`src/rtl/midi_pkg.sv`:
```
// Shared MIDI constants, parser state types and status helpers.
// Optional sustain pedal support is enabled with MIDI_PARSER_SUSTAIN_EN.
package midi_pkg;

    typedef logic [6:0] note_t;

    localparam logic [3:0] NOTE_OFF   = 4'h8;
    localparam logic [3:0] NOTE_ON    = 4'h9;
    localparam logic [3:0] CC         = 4'hB;
    localparam logic [3:0] PROG       = 4'hC;
    localparam logic [3:0] CHAN_PRESS = 4'hD;

    localparam logic [7:0] REALTIME_MIN = 8'hF8;
    localparam note_t      CC_SUSTAIN   = 7'd64;
    localparam note_t      DEFAULT_NOTE = 7'd60;

    typedef enum logic [1:0] {
        IDLE,
        WAIT_KEY,
        WAIT_VEL,
        DISCARD
    } parse_state_e;

    typedef enum logic [2:0] {
        RS_NONE,
        RS_NOTE_OFF,
        RS_NOTE_ON,
        RS_CC,
        RS_OTHER
    } run_status_e;

    // Number of data bytes that follow a channel-voice status nibble.
    function automatic logic [1:0] data_len(input logic [3:0] status_hi);
        case (status_hi)
            PROG, CHAN_PRESS:  return 2'd1;
            NOTE_OFF, NOTE_ON,
            CC:                return 2'd2;
            default:           return 2'd2;
        endcase
    endfunction

endpackage

```
`src/rtl/midi_note_stack.sv`:
```
// Last-note-priority key stack: entry 0 is the most recent key, entries stay compacted.
// With MIDI_PARSER_SUSTAIN_EN each entry also carries a released flag for the sustain pedal.
module midi_note_stack
    import midi_pkg::*;
#(
    parameter int unsigned DEPTH = 4
) (
    input  logic  clk,
    input  logic  rst,
    input  logic  op_push,
    input  logic  op_remove,
`ifdef MIDI_PARSER_SUSTAIN_EN
    input  logic  op_release,
    input  logic  op_purge,
`endif
    input  note_t key,
    output note_t nxt_top,
    output logic  nxt_empty
);

    note_t            key_q [DEPTH];
    note_t            key_d [DEPTH];
    logic [DEPTH-1:0] vld_q;
    logic [DEPTH-1:0] vld_d;
    logic [DEPTH-1:0] rel_q;
    logic [DEPTH-1:0] rel_d;

    note_t            cmp_key [DEPTH];
    logic [DEPTH-1:0] cmp_vld;
    logic [DEPTH-1:0] cmp_rel;
    logic [DEPTH-1:0] keep;
    int unsigned      pos;

`ifndef MIDI_PARSER_SUSTAIN_EN
    assign rel_q = '0;
`endif

    always_comb begin
        keep = vld_q;
        for (int unsigned i = 0; i < DEPTH; i++) begin
            if ((op_push || op_remove) && vld_q[i] && key_q[i] == key) begin
                keep[i] = 1'b0;
            end
        end
`ifdef MIDI_PARSER_SUSTAIN_EN
        if (op_purge) begin
            keep = vld_q & ~rel_q;
        end
`endif

        // Surviving entries are packed towards index 0 in their original order.
        pos = 0;
        cmp_vld = '0;
        cmp_rel = '0;
        for (int unsigned j = 0; j < DEPTH; j++) begin
            cmp_key[j] = '0;
        end
        for (int unsigned i = 0; i < DEPTH; i++) begin
            if (keep[i]) begin
                for (int unsigned j = 0; j < DEPTH; j++) begin
                    if (j == pos) begin
                        cmp_key[j] = key_q[i];
                        cmp_vld[j] = 1'b1;
                        cmp_rel[j] = rel_q[i];
                    end
                end
                pos++;
            end
        end

        key_d = cmp_key;
        vld_d = cmp_vld;
        rel_d = cmp_rel;
        if (op_push) begin
            key_d[0] = key;
            vld_d[0] = 1'b1;
            rel_d[0] = 1'b0;
            for (int unsigned i = 1; i < DEPTH; i++) begin
                key_d[i] = cmp_key[i-1];
                vld_d[i] = cmp_vld[i-1];
                rel_d[i] = cmp_rel[i-1];
            end
        end
`ifdef MIDI_PARSER_SUSTAIN_EN
        if (op_release) begin
            for (int unsigned i = 0; i < DEPTH; i++) begin
                if (vld_q[i] && key_q[i] == key) begin
                    rel_d[i] = 1'b1;
                end
            end
        end
`endif
    end

    assign nxt_top   = key_d[0];
    assign nxt_empty = ~vld_d[0];

    always_ff @(posedge clk or posedge rst) begin
        if (rst) begin
            for (int unsigned i = 0; i < DEPTH; i++) begin
                key_q[i] <= '0;
            end
            vld_q <= '0;
        end else begin
            key_q <= key_d;
            vld_q <= vld_d;
        end
    end

`ifdef MIDI_PARSER_SUSTAIN_EN
    always_ff @(posedge clk or posedge rst) begin
        if (rst) begin
            rel_q <= '0;
        end else begin
            rel_q <= rel_d;
        end
    end
`endif

endmodule

```
`src/rtl/midi_note_parser.sv`:
```
// MIDI byte-stream decoder for Note On/Off on one channel, driving note/velocity/gate.
// Define MIDI_PARSER_SUSTAIN_EN to decode the sustain pedal (CC 64).
module midi_note_parser
    import midi_pkg::*;
#(
    parameter logic [3:0]  CHANNEL     = 4'd0,
    parameter bit          OMNI        = 1'b0,
    parameter int unsigned STACK_DEPTH = 4
) (
    input  logic       clk,
    input  logic       rst,
    input  logic [7:0] rx_data,
    input  logic       rx_valid,
    output logic [6:0] note,
    output logic [6:0] velocity,
    output logic       gate,
    output logic       note_trig,
    output logic       msg_err
);

    parse_state_e state_q, state_d;
    run_status_e  rs_q, rs_d;
    logic         sysex_q, sysex_d;
    logic [1:0]   disc_q, disc_d;
    logic [1:0]   disc_len_q, disc_len_d;
    note_t        key_q, key_d;
    note_t        note_q, note_d;
    note_t        vel_q, vel_d;
    logic         gate_q, gate_d;
    logic         trig_q, trig_d;
    logic         err_q, err_d;

    logic         st_push;
    logic         st_remove;
    note_t        st_nxt_top;
    logic         st_nxt_empty;
    logic         reeval;
`ifdef MIDI_PARSER_SUSTAIN_EN
    logic         st_release;
    logic         st_purge;
    logic         sustain_q, sustain_d;
`endif

    logic [3:0] hi;
    logic       is_rt;
    logic       is_sys;
    logic       is_status;
    logic       accept;

    assign hi        = rx_data[7:4];
    assign is_rt     = rx_data >= REALTIME_MIN;
    assign is_sys    = (hi == 4'hF) && !is_rt;
    assign is_status = rx_data[7] && (hi != 4'hF);
    assign accept    = OMNI || (rx_data[3:0] == CHANNEL);

    always_comb begin
        state_d    = state_q;
        rs_d       = rs_q;
        sysex_d    = sysex_q;
        disc_d     = disc_q;
        disc_len_d = disc_len_q;
        key_d      = key_q;
        err_d      = 1'b0;
        st_push    = 1'b0;
        st_remove  = 1'b0;
`ifdef MIDI_PARSER_SUSTAIN_EN
        st_release = 1'b0;
        st_purge   = 1'b0;
        sustain_d  = sustain_q;
`endif
        if (rx_valid && !is_rt) begin
            if (is_sys) begin
                state_d = IDLE;
                rs_d    = RS_NONE;
                sysex_d = (rx_data == 8'hF0);
            end else if (is_status) begin
                sysex_d    = 1'b0;
                disc_len_d = data_len(hi);
                disc_d     = data_len(hi);
                if (accept && hi == NOTE_ON) begin
                    rs_d    = RS_NOTE_ON;
                    state_d = WAIT_KEY;
                end else if (accept && hi == NOTE_OFF) begin
                    rs_d    = RS_NOTE_OFF;
                    state_d = WAIT_KEY;
`ifdef MIDI_PARSER_SUSTAIN_EN
                end else if (accept && hi == CC) begin
                    rs_d    = RS_CC;
                    state_d = WAIT_KEY;
`endif
                end else begin
                    rs_d    = RS_OTHER;
                    state_d = DISCARD;
                end
            end else if (!sysex_q) begin
                case (state_q)
                    IDLE: begin
                        if (rs_q == RS_NONE) begin
                            err_d = 1'b1;
                        end else if (rs_q == RS_OTHER) begin
                            // Running status on a foreign message: this byte was its first data byte.
                            if (disc_len_q == 2'd2) begin
                                state_d = DISCARD;
                                disc_d  = 2'd1;
                            end
                        end else begin
                            key_d   = rx_data[6:0];
                            state_d = WAIT_VEL;
                        end
                    end
                    WAIT_KEY: begin
                        key_d   = rx_data[6:0];
                        state_d = WAIT_VEL;
                    end
                    WAIT_VEL: begin
                        state_d = IDLE;
                        if (rs_q == RS_NOTE_ON && rx_data[6:0] != '0) begin
                            st_push = 1'b1;
                        end else if (rs_q == RS_NOTE_ON || rs_q == RS_NOTE_OFF) begin
`ifdef MIDI_PARSER_SUSTAIN_EN
                            if (sustain_q) st_release = 1'b1;
                            else
`endif
                            st_remove = 1'b1;
`ifdef MIDI_PARSER_SUSTAIN_EN
                        end else if (rs_q == RS_CC && key_q == CC_SUSTAIN) begin
                            sustain_d = rx_data[6];
                            st_purge  = sustain_q && !rx_data[6];
`endif
                        end
                    end
                    DISCARD: begin
                        if (disc_q <= 2'd1) state_d = IDLE;
                        else                disc_d  = disc_q - 2'd1;
                    end
                    default: state_d = IDLE;
                endcase
            end
        end
    end

    midi_note_stack #(
        .DEPTH(STACK_DEPTH)
    ) u_stack (
        .clk       (clk),
        .rst       (rst),
        .op_push   (st_push),
        .op_remove (st_remove),
`ifdef MIDI_PARSER_SUSTAIN_EN
        .op_release(st_release),
        .op_purge  (st_purge),
`endif
        .key       (key_q),
        .nxt_top   (st_nxt_top),
        .nxt_empty (st_nxt_empty)
    );

    // Kept separate from the decoder so stack look-ahead never feeds back into op selection.
    always_comb begin
        note_d = note_q;
        vel_d  = vel_q;
        gate_d = gate_q;
        trig_d = 1'b0;
`ifdef MIDI_PARSER_SUSTAIN_EN
        reeval = st_remove || st_purge;
`else
        reeval = st_remove;
`endif
        if (st_push) begin
            note_d = key_q;
            vel_d  = rx_data[6:0];
            gate_d = 1'b1;
            trig_d = 1'b1;
        end else if (reeval) begin
            if (st_nxt_empty) gate_d = 1'b0;
            else              note_d = st_nxt_top;
        end
    end

    always_ff @(posedge clk or posedge rst) begin
        if (rst) begin
            state_q    <= IDLE;
            rs_q       <= RS_NONE;
            sysex_q    <= 1'b0;
            disc_q     <= '0;
            disc_len_q <= 2'd2;
            key_q      <= '0;
            note_q     <= DEFAULT_NOTE;
            vel_q      <= '0;
            gate_q     <= 1'b0;
            trig_q     <= 1'b0;
            err_q      <= 1'b0;
        end else begin
            state_q    <= state_d;
            rs_q       <= rs_d;
            sysex_q    <= sysex_d;
            disc_q     <= disc_d;
            disc_len_q <= disc_len_d;
            key_q      <= key_d;
            note_q     <= note_d;
            vel_q      <= vel_d;
            gate_q     <= gate_d;
            trig_q     <= trig_d;
            err_q      <= err_d;
        end
    end

`ifdef MIDI_PARSER_SUSTAIN_EN
    always_ff @(posedge clk or posedge rst) begin
        if (rst) sustain_q <= 1'b0;
        else     sustain_q <= sustain_d;
    end
`endif

    assign note      = note_q;
    assign velocity  = vel_q;
    assign gate      = gate_q;
    assign note_trig = trig_q;
    assign msg_err   = err_q;

endmodule

```
`config.mk`:
```
export PLATFORM = sky130hd
export DESIGN_NAME = midi_note_parser
export DESIGN_NICKNAME = d
export VERILOG_FILES = /design/src/rtl/midi_pkg.sv /design/src/rtl/midi_note_stack.sv /design/src/rtl/midi_note_parser.sv
export SDC_FILE = /design/constraint.sdc
export NUM_CORES = 1
export LEC_CHECK = 0
export CORE_ASPECT_RATIO = 1.5
export CORE_MARGIN = 5
export CORE_UTILIZATION = 59
export DETAILED_ROUTE_END_ITERATION = 7
export GPL_TIMING_DRIVEN = 1
export HOLD_SLACK_MARGIN = 0.1
export PLACE_DENSITY = 0.8
export SLEW_MARGIN = 20
export SYNTH_ARGS = -nofsm -noshare
export SYNTH_HDL_FRONTEND = slang
export SYNTH_SLANG_ARGS = --single-unit
```
`constraint.sdc`:
```
create_clock -name clk -period 3.55 [get_ports clk]
set_input_delay 0.71 -clock clk [delete_from_list [all_inputs] [get_ports clk]]
set_output_delay 0.71 -clock clk [all_outputs]
set_load 0.01 [all_outputs]
```
==> results of run 1 <==
layout make-up:
class	instances	area share
Multi-Input combinational cell	293	0.451
Sequential cell	66	0.336
Timing Repair Buffer	75	0.143
Clock buffer	12	0.0294
Tap cell	78	0.0198
Inverter	11	0.0109
Clock inverter	4	0.0104
timing repair:
action                                  CTS  global route
gates cloned                              0             1
pin swaps                                 1             7
gates resized for setup                   1             7
endpoints found under the hold margin     0             0
endpoints found under the setup margin   23            31
buffers inserted                          1             4
per-stage QoR:
step                      hold WS, ns  instances  setup WS [ns]  setup TNS, ns
after floorplan                 0.450        397         0.0167              0
after global placement          0.461        517         -0.410         -10.58
after detailed placement        0.466        517         -0.521         -15.07
after CTS                       0.485        534         0.0130              0
after global routing            0.500        539         0.0448              0
final                           0.481        539          0.163              0
routing by layer:
layer,vias to the layer above,global-route usage,part of all wire
li1,1550,-,-
met3,64,0.0439,0.052
met2,161,0.445,0.52
met5,-,0,0
met1,1663,0.295,0.36
met4,0,0.217,0.075
logic make-up after synthesis:
logic type | Yosys count | share of synthesized area
AND/OR/NAND/NOR | 122 | 0.159
AO/OA/AOI/OAI | 106 | 0.212
flip-flops | 66 | 0.411
buffers and inverters | 38 | 0.0493
multiplexers | 30 | 0.0847
XOR/XNOR | 29 | 0.0630
adder cells (fa/ha/maj) | 6 | 0.0205
cell usage after synthesis (9+ instances only):
| library cell | instances | area [sq um] |
|---|---|---|
| dfrtp_1 | 61 | 1530 |
| nand2_1 | 55 | 206 |
| xnor2_1 | 21 | 184 |
| o21ai_0 | 20 | 100 |
| a21oi_1 | 19 | 95.1 |
| mux2i_1 | 18 | 180 |
| nor2_1 | 18 | 67.6 |
| nand3_1 | 15 | 75.1 |
| buf_2 | 14 | 70.1 |
| a31oi_1 | 12 | 75.1 |
| clkbuf_1 | 9 | 33.8 |
| inv_1 | 9 | 33.8 |
final timing paths:
kind / start / cells past startpoint / end
max in group asynchronous: rst / 3 / note[4]
min: gate / 1 / gate
max reg2reg: key_q[3] / 12 / note[6]
min in group asynchronous: rst / 2 / rs_q[0]
min reg2reg: gate / 1 / gate
max: key_q[3] / 12 / note[6]
state kept, by name, summed over array words and instances (netlist names):
register and count:
rs_q 3, note_trig 1, disc_q 2, disc_len_q 2, note 7, velocity 7
u_stack.key_q 28, msg_err 1, u_stack.vld_q 4, key_q 7, state_q 2, sysex_q 1
gate 1
report_power, final:
part / leakage (nW) / internal [W] / switching, W
registers: 0.880 / 0.000815 / 0.000140
clock network: 0.0966 / 0.000344 / 0.000301
logic: 1.28 / 0.000206 / 0.000223
==> summary by stage, run 1 <==
Die
The horizontal die dimension is 77.5 microns. The placeable core area is around 0.0068 sq mm. The initial utilization of the core area, before any placement, comes to 0.597. The number of rows created at floorplan is 37. The area enclosed by the die boundary is 0.00862 sq mm.

For this design the top-level I/O count stands at 28. The die is 111 microns tall.

Global route
The initial antenna violation count is 0. The global-route wire length before repair is 18,000 microns. The total global routing overflow is 0.

The largest net degree at the start of global routing is 42. The via count of the first global-routing pass is 3,550. Across every metal layer, demand over resource in global routing totals 0.268.

Logic synthesis
The number of cells produced by synthesis is 397. The mean cell area of the mapped netlist is 10.2 sq um. Synthesis inferred 66 register bits. After synthesis the cells add up to 0.00403 sq mm.

Yosys printed 0 warnings. In the synthesized netlist the dominant register cell turns out to be dfrtp_1. Yosys mapped a number of flops with a built-in enable equal to 0.

After synthesis, the share of flip-flops with an asynchronous set or reset is 1.00. The share of the Yosys chip area taken by registers is 0.411. The number of nets handed over by synthesis was 414. Synthesis instantiated 60 different standard cells from the library.

Worst setup path
The largest driver fanout on the critical path is 7. Among all stages on the critical path, the largest delay is contributed by fa_1. The category of the most critical setup path is reg -> reg. Grouping stages by cell kind, the critical path spends the most delay in compound AO/OA/AOI/OAI gates. The buffers plus inverters on the worst setup path is 3. The kind of launch point of the worst setup path is a flip-flop. The most prevalent standard cell on the critical path is inv_2. The kind of end point of the critical path is a flip-flop. Across all register-to-register paths, the minimum setup slack is 0.16 ns. In this design, the stage delay of the slowest critical-path cell is 0.51 ns. Walking the worst path, the cells encountered are xor2_1 -> nor3_2 -> a31o_4 -> inv_2 -> fa_1 -> inv_2 -> o311ai_4 -> a211oi_4 -> buf_12 -> a311o_1 -> a31oi_4 -> mux2_4.

Data on the critical path arrives at its endpoint at 3.64 ns. The required time reported for the critical path endpoint is roughly 3.8 ns.

Cells and area
The total non-filler cell area in the finished layout is 0.00493 sq mm. The number of antenna diodes in the final layout is 0. The area of all sequential standard cells is 0.00166 sq mm.

The filler cells instantiated in the layout total 488. The most common library cell in the layout ignoring fill and taps is dfrtp_1. The multi-input gate area in the final layout is 0.00222 sq mm.

The share of layout cells above drive strength 1 is 0.243. In the layout the commonest cells are 61 x dfrtp_1, 55 x nand2_1, 43 x buf_4. At the end of the flow the core is filled with cells to 0.730. Relative to the synthesized area, the layout overhead comes to 22.3%. The final layout contains approximately 470 nets.

Clock tree
Buffers inserted to repair hold after CTS numbered 0. The H-tree was split into 3 levels. CTS saw 66 sinks.

No sink is reached through more buffers than the 2 on the longest clock path. The root buffer selected by CTS is clkbuf_8. The clock network latency to the later pin of the worst-skew pair is 0.37 ns. The TritonCTS clock tree is done. The CTS clock-pin slew for the worst setup and hold paths is roughly 0.070 ns.

The number of clock buffers added by TritonCTS is 9.

STA
The slew of the pin with the lowest slew margin is ~0.76 ns. Timing would allow up to 295 MHz. The period utilization is 0.954. The remaining max-slew budget at the tightest pin is 0.487. The shortest clock period the worst path allows after layout is 3.39 ns. The setup skew after layout is 0.0128 ns. The count of final max-slew check failures came to 0. Setup violations remaining at the end of the flow were counted as 0. The final hold violation count is 0. Setup repair after global routing left no endpoint under its margin.

Flow run
The max capacitance violation total is 0.

Route
Using the TritonRoute via totals, the vias-per-cell ratio works out to ~6.4. The post-detailed-route DRC marker count is 0. For this run, the detailed router's first-pass iteration total came to 7. After detailed routing, the total wire length is 11,100 microns.

After the first detailed-routing iteration, the DRC count stood at slightly above 400. The number of routed nets with antenna violations is 0. The final route contains 3,438 vias. The per-cell routed wire length is 20.5 microns.

Place
The standard cell area after detailed placement is 0.00463 sq mm. The number of I/O port buffers is 27. Routability-driven placement finished with a final weighted congestion of 1.04. Detailed placement finished with a half-perimeter wire length of 8090 microns.

Outcome
The flow ran to the end, and the final reports show no timing, DRC or antenna violations.

Power and ir drop
Dividing total power by cell area gives a power density of 411 mW/mm^2. Across the VDD grid, the largest voltage drop is about 400 uV. Overall power consumption after layout is estimated at 0.00203 W. Summed over all cells, the static leakage comes to 2.26 nW.

Min path
The class of the most critical hold timing path is reg -> reg.
No activity file was read; power rests on OpenSTA's default activity.
==> run 2, diff against run 1 <==
- CAP_MARGIN: not set -> 40
- CORE_MARGIN: 5 -> 1
==> summary by stage, run 2 (same netlist as run 1, synthesis figures left out) <==
Outcome
The run finished with clean final reports.

Cells and area
u_stack.key_q holds more flip-flops than any other register. The repair_antennas step left the layout with diodes totalling 0. The fraction of the core area covered by cells at the end of the flow is 0.752. The share of layout cells above drive strength 1 is 0.251. The top cell types in the final layout, fill and taps aside, are 61 x dfrtp_1, 55 x nand2_1, 46 x buf_4. The area added between synthesis and finish is 21.7%.

The net count reported at finish is approximately 470. The register with the most flip-flops in the layout has 28 of them. The most common library cell in the layout ignoring fill and taps is dfrtp_1.

Worst setup path
The kind of launch point of the worst setup path is an input pin. On the worst path, the slowest cell contributes a delay of approximately 0.50 ns. Measured in cells, the most critical reg-to-reg path has a length of 13. Among the stages of the critical path, the cell type that occurs most often is inv_2. Walking the worst path, the cells encountered are dlymetal6s2s_1 -> nor4b_4 -> buf_4 -> and4b_2 -> a31o_4 -> inv_2 -> fa_1 -> inv_2 -> o311ai_4 -> a211oi_4 -> clkbuf_16 -> a311o_1 -> a31oi_4 -> mux2_4. The kind of end point of the critical path is a flip-flop. The largest driver fanout on the critical path is 5. The arrival time of the worst setup path is 3.73 ns.

At the worst endpoint, the required time is about 3.8 ns. The category of the most critical setup path is in -> reg. The master of the slowest instance on the critical path is fa_1.

Clock tree
Clock latency on the worst-skew pair, taken at its later pin, is 0.36 ns. The root buffer selected by CTS is clkbuf_8. TritonCTS built the clock tree.

After clock tree synthesis, the clock-pin slew on the worst setup and hold paths is approximately 0.07 ns. Clock tree synthesis inserted a total of 9 buffers. The number of levels in the clock H-tree is 3. Counting every sink on the clock net gives 66. The buffer levels on the longest clock path is 2.

Route
Wires add up to 10,900 microns. The average via count per standard cell is 6.20. Summing over every cut layer, the via total after detailed routing is 3,338. In this run, the number of DRC markers left after iteration 0 of detailed routing was 214.

The post-detailed-route DRC marker count is 0. The detail route stage leaves a number of antenna-violating nets equal to 0. The per-cell routed wire length is 20.2 microns. The first-pass iteration count of the detailed router is 4.

Die
The core region is 0.00653 sq mm. The initial utilization of the core area, before any placement, comes to 0.617. The number of rows created at floorplan is 36.

The die covers roughly 0.007 sq mm. Measured along the x axis, the die boundary spans 69.5 microns. The number of ports placed on the die boundary is 28. The die is roughly 100 microns tall.

STA
The final count of negative-setup-slack endpoints is 0. The setup skew after layout is 0.0135 ns. For the finished layout, the period the worst path requires is 3.44 ns.

In this run the tightest slew margin relative to its limit is 0.548. The final hold violation count came to 0. The total negative setup slack is 0 ns. Setup repair after global routing left no endpoint under its margin. The maximum frequency from static timing analysis is 290 MHz. The period utilization is 0.970. The slew of the pin with the lowest slew margin is 0.672 ns. The count of final max-slew check failures came to 0.

Place
Port buffering added 27 buffers. The congestion estimate from routability-driven global placement came to between 1 and 1.5. The post-DP HPWL is 8120 microns.

Power and ir drop
The cell area power density is 416 mW/mm^2. The worst vdd rail ir drop is 393 uV. Summed over all cells, the static leakage comes to approximately 2.2 nW.

Global route
The largest net degree at the start of global routing is 51. The total global routing overflow is 0. The initial antenna violation count is 0. The global-route wire length before repair is 17,300 microns. The via count of the first global-routing pass is 3,514. The global-route total usage across every layer is 0.323.

Min path
The class of the most critical hold timing path is reg -> reg. The depth of the worst hold-timing path is 2.

Flow run
The max capacitance violation total is 0.
run 2: cell type report:
| type | count | area (sq um) |
|---|---|---|
| sequential | 66 | 1660 |
| clock inverter | 5 | 60.1 |
| multi-input combinational | 293 | 2200 |
| tap | 76 | 95.1 |
| timing repair buffer | 76 | 686 |
| inverter | 11 | 53.8 |
| fill | 461 | 1620 |
| clock buffer | 11 | 151 |
run 2: worst paths after layout:
path / startpoint / to / slack (ns)
setup / recovery: rx_data[7] / note[4] / 0.11
hold / removal: velocity[1] / velocity[1] / 0.48
setup reg to reg: rs_q[2] / note[4] / 0.17
hold reg to reg: velocity[1] / velocity[1] / 0.48
max in group asynchronous: rst / note[4] / 2.19
min in group asynchronous: rst / msg_err / 0.62
run 2: metrics by stage:
| stage | total power, W | hold slack [ns] | std cells | setup slack (ns) | area [sq um] |
|---|---|---|---|---|---|
| floorplan | 0.00126 | 0.450 | 397 | 0.0167 | 4040 |
| global placement | 0.00136 | 0.460 | 516 | -0.424 | 4610 |
| detailed placement | 0.00137 | 0.462 | 516 | -0.514 | 4610 |
| CTS | 0.00204 | 0.482 | 533 | 0.0343 | 4840 |
| global route | 0.00213 | 0.498 | 538 | 0.0286 | 4910 |
| finish | 0.00204 | 0.479 | 538 | 0.106 | 4910 |
run 2: layer usage:
metal / wire, microns / global-route usage
met3: 380 / 0.0465
met5: 0 / 0
met2: 5840 / 0.597
met1: 3980 / 0.328
met4: 676 / 0.254
run 2: what timing repair did:
| item | in CTS | in global routing |
|---|---|---|
| resized for setup | 1 | 6 |
| pin swaps | 2 | 8 |
| setup endpoints to repair | 21 | 24 |
| buffers inserted | 1 | 4 |
| gates cloned | 0 | 1 |
| hold buffers | 0 | 0 |
run 2: report_power, final:
| part | total [W] | internal, W | switching, W |
|---|---|---|---|
| Clock | 0.000668 | 0.000365 | 0.000304 |
| Sequential | 0.000955 | 0.000814 | 0.000140 |
| Combinational | 0.000421 | 0.000209 | 0.000212 |
| Total | 0.00204 | 0.00139 | 0.000656 |
run 2: worst max-delay path, delay by kind of cell:
| family | cells | cell delay [ns] |
|---|---|---|
| buffers and inverters | 5 | 0.68 |
| AND/OR/NAND/NOR | 2 | 0.62 |
| multiplexers | 1 | 0.28 |
| AO/OA/AOI/OAI | 5 | 0.93 |
| adder cells (fa/ha/maj) | 1 | 0.50 |
==> run 3, diff against run 2 <==
- CELL_PAD_IN_SITES_DETAIL_PLACEMENT: not set -> 2
- CELL_PAD_IN_SITES_GLOBAL_PLACEMENT: not set -> 2
- CORE_UTILIZATION: 59 -> 39
- PLACE_DENSITY: 0.8 -> not set
- PLACE_DENSITY_LB_ADDON: not set -> 0.1
==> summary by stage, run 3 (same netlist as run 1, synthesis figures left out) <==
Outcome
The run finished, with violations left. The final reports fail on setup timing.

Clock tree
The clock reaches the later pin of the worst-skew pair after 0.34 ns. In this run the deepest clock path goes through 2 buffers. After clock tree synthesis, the clock-pin slew on the worst setup and hold paths is 0.06 ns.

For this design, the sink count on the clock tree is 66. After clock tree synthesis, the flow added hold-fix buffers numbering 0. The TritonCTS clock tree is done. The number of levels in the clock H-tree is 3. TritonCTS created 9 clock buffers. CTS placed an instance of clkbuf_16 at the clock tree root.

STA
The setup slack after layout is -0.0260 ns. In this run the tightest slew margin relative to its limit is 0.508. The final count of negative-setup-slack endpoints is 4. The slew of the pin with the lowest slew margin is 0.732 ns. For the final routed database, the setup TNS stands at -0.0653 ns. Timing would allow up to around 280 MHz. The routed design could run at a clock period as short as 3.58 ns.

The count of final max-slew check failures came to 0. Setup repair after global routing could not meet its margin everywhere. The final worst hold slack is 0.479 ns.

The setup skew after layout is between 0.01 and 0.015 ns. The final hold violation count came to 0. The period utilization is 1.01.

Cells and area
The repair_antennas step left the layout with diodes totalling 0. u_stack.key_q holds more flip-flops than any other register. Compared with the post-synthesis result, the final layout area differs by 28.7%. The share of layout cells above drive strength 1 is 0.283. The count of filler cells inserted in the layout is 1,036. The most common library cell in the layout ignoring fill and taps is dfrtp_1. At the end of the flow the core is filled with cells to 0.515. The net count reported at finish is 486. The library cells used most frequently in the layout, excluding fill and tap cells, are 60 x dfrtp_1, 55 x nand2_1, 52 x buf_4.

The register with the most flip-flops in the layout has 28 of them. Summing all non-filler instances in the final layout gives an area of 0.00519 sq mm.

Worst setup path
The kind of end point of the critical path is a flip-flop. The kind of launch point of the worst setup path is an input pin. The arrival time of the worst setup path is 3.85 ns. Of all nets on the critical path, the largest fanout is 5.

The worst setup path is of the in -> reg kind. At the worst endpoint, the required time is 3.83 ns.

Route
The pre-antenna-repair detailed-routing pass consisted of 5 iterations. The DRC marker count from the first detailed-route iteration is 175. The count of nets left with antenna violations once routing finished came out at 0. The final routed wirelength across all metal layers is 16,100 microns. The average via count per standard cell is 6.12. Dividing the detail-routed wire length by the instance count gives 27.2 microns. After detailed routing, the number of remaining DRC violations is 0.

The final route contains around 3,600 vias.

Place
The wire-length estimate of the detail-placed layout is 10,800 microns. At the end of routability-driven placement, the weighted congestion stood at 0.904. The standard cell area after detailed placement is 0.00474 sq mm. The number of I/O port buffers is 27.

Power and ir drop
After layout, the design draws a total of around 0.0024 W. The worst vdd rail ir drop is 297 uV. Power spread over the standard cell area amounts to 458 mW/mm^2.

The leakage power is 2.34 nW.

Die
The initial utilization of the core area, before any placement, comes to 0.400. The horizontal die dimension is 85.0 microns. The placeable core area is around 0.01 sq mm.

The number of rows created at floorplan is 45. Pin placement for this block handled 28 I/O pins. The area enclosed by the die boundary is 0.0108 sq mm. Measured along the y axis, the die boundary spans ~130 microns.

Global route
The via count of the first global-routing pass is 4,121. The total global routing overflow is 0. For this run, the total global-route usage over all layers was measured as 0.314.

The first global-routing pass estimated 24,500 microns of wire. Entering global routing, the biggest net connects 29 pins. The initial antenna violation count is 0.

Min path
In this run the worst hold path is classified as reg -> reg.

Flow run
Across the run, the number of max-cap violations was 0.
-- run 3: layer usage --
metal | vias up | global-route usage | share of wire
met5 | - | 0 | 0
met4 | 0 | 0.209 | 0.066
met3 | 64 | 0.0442 | 0.038
met2 | 123 | 0.591 | 0.55
met1 | 1849 | 0.315 | 0.34
li1 | 1582 | - | -
-- run 3: power by group --
part | total (W) | switching, W | internal (W) | leakage (nW)
registers | 0.000973 | 0.000157 | 0.000815 | 0.879
logic | 0.000506 | 0.000267 | 0.000238 | 1.32
clock network | 0.000898 | 0.000352 | 0.000546 | 0.141
total | 0.00238 | 0.000777 | 0.00160 | 2.34
-- run 3: repair_timing --
item                                    CTS  global route
hold endpoints to repair                  0             0
endpoints found under the setup margin   37            30
pin swaps                                10            10
resized for setup                        10            14
cloned                                    1             0
setup buffers                             7             5
-- run 3: area by class of cell --
cell class	instances	area [sq um]	share of cell area
multi-input cells	293	2240	0.433
inverters	11	53.8	0.0104
flip-flops and latches	66	1660	0.320
repair buffers	88	796	0.153
well taps	117	146	0.0282
clock buffers	12	236	0.0456
clock inverters	4	52.6	0.0101
-- run 3: worst max-delay path, stage by stage --
cell and delay [ns]:
buf_6 0.10, nor4b_4 0.39, nand4b_4 0.18, o31a_1 0.37, buf_12 0.15, clkinv_8 0.04, ha_2 0.20, inv_1 0.08
a21oi_2 0.17, a311oi_2 0.08, buf_4 0.16, a211oi_4 0.37, buf_6 0.19, a311o_1 0.23, a31oi_4 0.14, mux2_4 0.28
-- run 3: per-stage QoR --
step,std cells,worst slack (ns)
floorplan,397,0.0167
global placement,561,-0.657
detailed placement,562,-0.861
CTS,586,0.00322
global route,591,-0.0704
finish,591,-0.0260
-- run 3: worst paths after layout --
kind,end,slack (ns),cells after the start,start
min in group asynchronous,note_trig,0.68,2,rst
max in group asynchronous,note[5],2.32,3,rst
min reg2reg,gate,0.48,1,gate
min,gate,0.48,1,gate
max reg2reg,note[4],-0.02,15,rs_q[2]
max,note[4],-0.03,16,rx_data[7]
